### src/rtl/parking_lot_multi_gate.sv
// rtl/parking_lot_multi_gate.sv - multi-lane parking-lot gate controller with debounced sensors and shared occupancy
// Ports: clk, reset (sync, active-low); sens_a/sens_b raw outer/inner beams per lane;
//        entering/exiting/reject/stall one-cycle pulses per lane; count occupancy;
//        full/empty flags; err sticky underflow flag.
// Optional lane watchdog: define PARKING_LOT_TIMEOUT_EN (otherwise stall is tied low).
module parking_lot_multi_gate #(
    parameter int LANES     = 2,
    parameter int CAP       = 64,
    parameter int CNT_W     = 7,
    parameter int DB_CYCLES = 4,
    parameter int TIMEOUT   = 255
) (
    input  logic             clk,
    input  logic             reset,
    input  logic [LANES-1:0] sens_a,
    input  logic [LANES-1:0] sens_b,
    output logic [LANES-1:0] entering,
    output logic [LANES-1:0] exiting,
    output logic [LANES-1:0] reject,
    output logic [LANES-1:0] stall,
    output logic [CNT_W-1:0] count,
    output logic             full,
    output logic             empty,
    output logic             err
);

    localparam int NS  = 2 * LANES;
    localparam int DBW = (DB_CYCLES > 1) ? $clog2(DB_CYCLES) : 1;
    localparam logic [DBW-1:0]   DB_LAST = DBW'(DB_CYCLES - 1);
    localparam logic [CNT_W-1:0] CAP_V   = CNT_W'(CAP);

    localparam logic [2:0] S_IDLE   = 3'd0;
    localparam logic [2:0] S_IN_A   = 3'd1;
    localparam logic [2:0] S_IN_AB  = 3'd2;
    localparam logic [2:0] S_IN_B   = 3'd3;
    localparam logic [2:0] S_OUT_B  = 3'd4;
    localparam logic [2:0] S_OUT_AB = 3'd5;
    localparam logic [2:0] S_OUT_A  = 3'd6;

    if (LANES < 1 || LANES > 8 || DB_CYCLES < 1 || TIMEOUT < 1 || (2 ** CNT_W) <= CAP) begin : g_bad_param
        $error("parking_lot_multi_gate: illegal parameter combination");
    end

    // Debouncers: bits [LANES-1:0] are the a sensors, [NS-1:LANES] the b sensors.
    logic [NS-1:0]  raw_q, db_q, db_d;
    logic [DBW-1:0] run_q [NS];
    logic [DBW-1:0] run_d [NS];

    always_comb begin
        for (int s = 0; s < NS; s++) begin
            db_d[s]  = db_q[s];
            run_d[s] = '0;
            if (raw_q[s] != db_q[s]) begin
                if (run_q[s] == DB_LAST) db_d[s] = raw_q[s];
                else                     run_d[s] = run_q[s] + 1'b1;
            end
        end
    end

    // Lane sequence FSMs
    logic [2:0]       st_q [LANES];
    logic [2:0]       st_d [LANES];
    logic [LANES-1:0] ent_req, ex_req, stall_d;

`ifdef PARKING_LOT_TIMEOUT_EN
    localparam int WDW = $clog2(TIMEOUT + 1);
    localparam logic [WDW-1:0] WD_LIM = WDW'(TIMEOUT);
    logic [WDW-1:0] wd_q [LANES];
    logic [WDW-1:0] wd_d [LANES];
`endif

    always_comb begin
        for (int i = 0; i < LANES; i++) begin
            logic a, b;
            a = db_q[i];
            b = db_q[LANES + i];
            st_d[i]    = st_q[i];
            ent_req[i] = 1'b0;
            ex_req[i]  = 1'b0;
            stall_d[i] = 1'b0;
            case (st_q[i])
                S_IDLE:   if (a && !b) st_d[i] = S_IN_A;
                          else if (!a && b) st_d[i] = S_OUT_B;
                S_IN_A:   if (a && b) st_d[i] = S_IN_AB;
                          else if (!a && !b) st_d[i] = S_IDLE;
                S_IN_AB:  if (!a && b) st_d[i] = S_IN_B;
                          else if (a && !b) st_d[i] = S_IN_A;
                          else if (!a && !b) st_d[i] = S_IDLE;
                S_IN_B:   if (!a && !b) begin
                              st_d[i]    = S_IDLE;
                              ent_req[i] = 1'b1;
                          end else if (a) st_d[i] = S_IN_AB;
                S_OUT_B:  if (a && b) st_d[i] = S_OUT_AB;
                          else if (!a && !b) st_d[i] = S_IDLE;
                S_OUT_AB: if (a && !b) st_d[i] = S_OUT_A;
                          else if (!a && b) st_d[i] = S_OUT_B;
                          else if (!a && !b) st_d[i] = S_IDLE;
                S_OUT_A:  if (!a && !b) begin
                              st_d[i]   = S_IDLE;
                              ex_req[i] = 1'b1;
                          end else if (b) st_d[i] = S_OUT_AB;
                default:  st_d[i] = S_IDLE;
            endcase
`ifdef PARKING_LOT_TIMEOUT_EN
            // The watchdog wins over a completion landing in the same cycle.
            wd_d[i] = '0;
            if (st_q[i] != S_IDLE) begin
                if (wd_q[i] == WD_LIM) begin
                    st_d[i]    = S_IDLE;
                    ent_req[i] = 1'b0;
                    ex_req[i]  = 1'b0;
                    stall_d[i] = 1'b1;
                end else begin
                    wd_d[i] = wd_q[i] + 1'b1;
                end
            end
`endif
        end
    end

    // Occupancy arbitration: exits first, then entries in ascending lane order.
    logic [CNT_W-1:0] cnt_q, tent;
    logic             full_q, empty_q, err_q, err_d;
    logic [LANES-1:0] ent_q, ex_q, rej_q, stall_q;
    logic [LANES-1:0] ent_d, ex_d, rej_d;

    always_comb begin
        tent  = cnt_q;
        err_d = err_q;
        ent_d = '0;
        ex_d  = '0;
        rej_d = '0;
        for (int i = 0; i < LANES; i++) begin
            if (ex_req[i]) begin
                if (tent != '0) begin
                    tent    = tent - 1'b1;
                    ex_d[i] = 1'b1;
                end else begin
                    err_d = 1'b1;
                end
            end
        end
        for (int i = 0; i < LANES; i++) begin
            if (ent_req[i]) begin
                if (tent < CAP_V) begin
                    tent     = tent + 1'b1;
                    ent_d[i] = 1'b1;
                end else begin
                    rej_d[i] = 1'b1;
                end
            end
        end
    end

    always_ff @(posedge clk) begin
        if (!reset) begin
            raw_q   <= '0;
            db_q    <= '0;
            cnt_q   <= '0;
            full_q  <= 1'b0;
            empty_q <= 1'b1;
            err_q   <= 1'b0;
            ent_q   <= '0;
            ex_q    <= '0;
            rej_q   <= '0;
            stall_q <= '0;
            for (int s = 0; s < NS; s++) run_q[s] <= '0;
            for (int i = 0; i < LANES; i++) begin
                st_q[i] <= S_IDLE;
`ifdef PARKING_LOT_TIMEOUT_EN
                wd_q[i] <= '0;
`endif
            end
        end else begin
            raw_q   <= {sens_b, sens_a};
            db_q    <= db_d;
            cnt_q   <= tent;
            full_q  <= (tent == CAP_V);
            empty_q <= (tent == '0);
            err_q   <= err_d;
            ent_q   <= ent_d;
            ex_q    <= ex_d;
            rej_q   <= rej_d;
            stall_q <= stall_d;
            for (int s = 0; s < NS; s++) run_q[s] <= run_d[s];
            for (int i = 0; i < LANES; i++) begin
                st_q[i] <= st_d[i];
`ifdef PARKING_LOT_TIMEOUT_EN
                wd_q[i] <= wd_d[i];
`endif
            end
        end
    end

    assign entering = ent_q;
    assign exiting  = ex_q;
    assign reject   = rej_q;
    assign stall    = stall_q;
    assign count    = cnt_q;
    assign full     = full_q;
    assign empty    = empty_q;
    assign err      = err_q;

endmodule

### config.mk
export PLATFORM = sky130hd
export DESIGN_NAME = parking_lot_multi_gate
export DESIGN_NICKNAME = d
export VERILOG_FILES = /design/src/rtl/parking_lot_multi_gate.sv
export SDC_FILE = /design/constraint.sdc
export NUM_CORES = 1
export LEC_CHECK = 0
export ABC_AREA = 1
export CORE_MARGIN = 1.5
export CORE_UTILIZATION = 60
export CTS_BUF_LIST = sky130_fd_sc_hd__clkbuf_8
export CTS_CLUSTER_DIAMETER = 100
export DETAILED_ROUTE_END_ITERATION = 12
export PLACE_DENSITY_LB_ADDON = 0.3
export SLEW_MARGIN = 15
export SYNTH_ARGS = -nofsm -noshare
export SYNTH_HDL_FRONTEND = slang
export SYNTH_SLANG_ARGS = --single-unit
### constraint.sdc
create_clock -name clk -period 4.5 [get_ports clk]
set_input_delay 0.45 -clock clk [delete_from_list [all_inputs] [get_ports clk]]
set_output_delay 0.45 -clock clk [all_outputs]
set_load 0.02 [all_outputs]
==> impl_metrics.csv <==
group,metric,value,unit
worst_setup_path,cp_cell_sequence,"inv_1 > ha_1 > inv_2 > nor2_4 > nand2_2 > xor2_2 > inv_1 > ha_1 > inv_1 > nor2_1 > nand3_4 > nand3_4 > nand2_4 > inv_4 > nand2_2 > nand2_1 > inv_1 > ha_1 > o21ai_0 > nand2_1 > nor2_1 > nand3_1 > nand2_1",
global_route,grt_use_total,24.4,%
power_and_ir_drop,cellPowerDensity,230,nW/µm²
clock_network,clock_path_buffers,2,
timing,max_slew_margin,51.3,%
drt,wl,5640,µm
timing,rsz0062_at_grt,"no",
clock_network,cts_sinks,38,
floorplanning,dieArea,4930,µm²
synthesis,syn_area,2710,µm²
timing,timing.final.crit_share,88.0,%
synthesis,synth_cells,392,
worst_setup_path,arrival,4.18,ns
clock_network,clock_latency,0.29,ns
drt,drt_iter0_drc,214,
place,place_ws,0.582,ns
timing,period_minus_slack,3.96,ns
synthesis,async_reset_ff_share,0,%
worst_setup_path,startpoint_type,"flip-flop",
clock_network,cts_resized,0,
clock_network,cts_buffers,5,
floorplanning,initial_core_util,62.2,%
worst_setup_path,required,4.72,ns
timing,fin_skew,0.00922,ns
timing,hold_viol,0,
timing,setup_viol,0,
timing,fmaxAchievable,252,MHz
power_and_ir_drop,p_leak,0.00148,µW
timing,tightest_slew,0.729,ns
clock_network,clkTransAtPathRegs,0.07,ns
layout,fin_nets,433,
clock_network,cts-root-buf,"clkbuf_8",
synthesis,syn_avg_cell_area,6.91,µm²
worst_setup_path,crit_path_frequent_cell,"inv_1",
outcome,status,"complete, no violations",
layout,regArea,761,µm²
global_route,antenna_found_initial,0,
synthesis,yosysTopAreaCellShare,28.1,%
worst_setup_path,crit_fanout,12,
global_route,grt.overflow.total,0,
clock_network,cts_tree,"yes",
synthesis,synth_edf_count,0,
timing,setup_ws,0.538,ns
place,dp_hpwl,4350,µm
clock_network,post_cts_buffers,0,
synthesis,synth_flop_cell,"dfxtp_1",
place,place_congestion,0.891,
synthesis,synthTopCellsByArea,"dfxtp_1, nand2_1, inv_1",
layout,syn_to_final_growth,13.5,%
timing,finalMaxSlewViolations,0,
drt,drtAntennaViolNets,0,
layout,num_antenna_cells,0,
drt,dr.pass1.iters,5,
worst_setup_path,cp-end-kind,"flip-flop",
synthesis,synth_area_leader_cell,"dfxtp_1",
global_route,grt_pass1_vias,2251,
clock_network,cts-htree-levels,2,
hold_path,hold_class,"flip-flop to flip-flop",
global_route,grt_max_degree,23,
floorplanning,num_rows,24,
layout,multi_input_area,1640,µm²
worst_setup_path,crit_type,"flip-flop to flip-flop",
power_and_ir_drop,peakVddDrop,0.000193,V
floorplanning,core,4350,µm²
synthesis,ys_seq_elements,38,
flow_run,cap_violations,0,
floorplanning,die_h,70.2,µm
layout,fillers,367,
worst_setup_path,max_stage_delay,0.40,ns
synthesis,seq_area_frac_synth,28.1,%
global_route,grt_pass1_wl,9720,µm
layout,drive_gt1_share,14.8,%
synthesis,synth.distinct_cells,36,
drt,num_vias,2467,
floorplanning,num_io_pins,24,
floorplanning,die_w,70.2,µm
drt,wl_per_cell,12.1,µm
worst_setup_path,critPathSlowestCell,"dfxtp_1",
place,io_buffers,21,
clock_network,postCtsHoldBufs,0,
timing,fin_setup_tns,0,ns
synthesis,yosys_warnings,0,
drt,viasPerCell,5.31,
drt,drc,0,
logic make-up (layout without fill, tap and decap cells):
group	Yosys count	count (layout)	synth area share (%)
AND/OR/NAND/NOR	207	207	41.1
buffers and inverters	77	97	11.4
AO/OA/AOI/OAI	48	48	10.1
flip-flops	38	38	28.1
adder cells (fa/ha/maj)	15	15	6.93
XOR/XNOR	6	6	2.22
other	1	2	0.138
cell usage in the layout, fill, tap and decap left out, types with 6 or more instances in the layout:
cell             count
nand2_1             77
nand4_1              7
nand3_1             21
nor2_4               6
inv_1               60
nand2_2             14
nor2_1              44
clkdlybuf4s50_1     21
nand2_4              6
nand3_2              9
ha_1                15
nor3_1              10
o21ai_0             12
inv_2                7
a21oi_1             22
dfxtp_1             38
metrics by stage:
stage	cells	total power [µW]	area (µm²)	hold slack [ns]	utilization (%)
detailed placement	457	370	2940	0.414	67.4
global placement	457	369	2940	0.407	67.4
CTS	465	713	3070	0.425	70.6
global route	465	729	3070	0.454	70.6
floorplan	393	363	2710	0.399	-
finish	465	707	3070	0.421	70.6
metal layers:
| metal | vias up | GRT usage (%) | wire [µm] |
|---|---|---|---|
| met5 | - | 0 | 0 |
| met4 | 0 | 7.26 | 65 |
| met3 | 8 | 3.90 | 219 |
| met2 | 77 | 42.3 | 2790 |
| met1 | 1109 | 31.2 | 2570 |
| li1 | 1273 | - | - |
where the power goes:
group / leakage, µW / switching [µW] / internal (µW)
clock: 0.0000683 / 123 / 222
combinational: 0.00110 / 11.6 / 7.48
sequential: 0.000308 / 2.76 / 340
total: 0.00148 / 138 / 570
path summary, 6_finish.rpt:
path	to	slack [ns]	from	depth (start not counted)
worst max-delay path	empty	0.54	db_q[2]	23
worst min register to register	run_q[0][0]	0.42	run_q[0][0]	1
worst min-delay path	run_q[0][0]	0.42	run_q[0][0]	1
worst max register to register	empty	0.54	db_q[2]	23
registers in the layout (all words and copies together), names as in the netlist:
register and flops:
empty 1, reject 2, raw_q 4, run_q 8
count 7, entering 2, err 1, st_q 6
exiting 2, full 1, db_q 4
critical path, delay by kind of cell, from the launching register on:
family	cells	cell delay, ns
AOI/OAI and AO/OA	1	0.27
xor gates and xnor gates	1	0.20
adders and majority gates	3	0.79
buffers and inverters	6	0.61
DFF	1	0.40
and+or+nand+nor	12	1.63
cell usage after synthesis, types with 2 or more instances:
cell type and instances:
buf_4 2, o2111ai_1 3, nor2_2 4, nand4_1 7
inv_1 60, o21ai_1 2, nand3_4 3, inv_2 7
nor2_1 44, nor2_4 6, nand2_1 77, o21ai_0 12
a21oi_1 22, ha_1 15, clkbuf_1 4, nor2_8 2
nand3_2 9, nand3_1 21, nor3_1 10, dfxtp_1 38
nand2_2 14, xor2_1 4, nand3b_1 3, nand2_4 6
buf_2 2, o211ai_1 5
area by class of cell:
type	count	share of cell area (%)
inverter	68	8.38
multi-input combinational	278	53.4
sequential	38	24.7
clock inverter	3	2.24
timing repair buffer	21	6.84
tap	52	2.12
clock buffer	5	2.24
(Power assumes the default switching activity.)
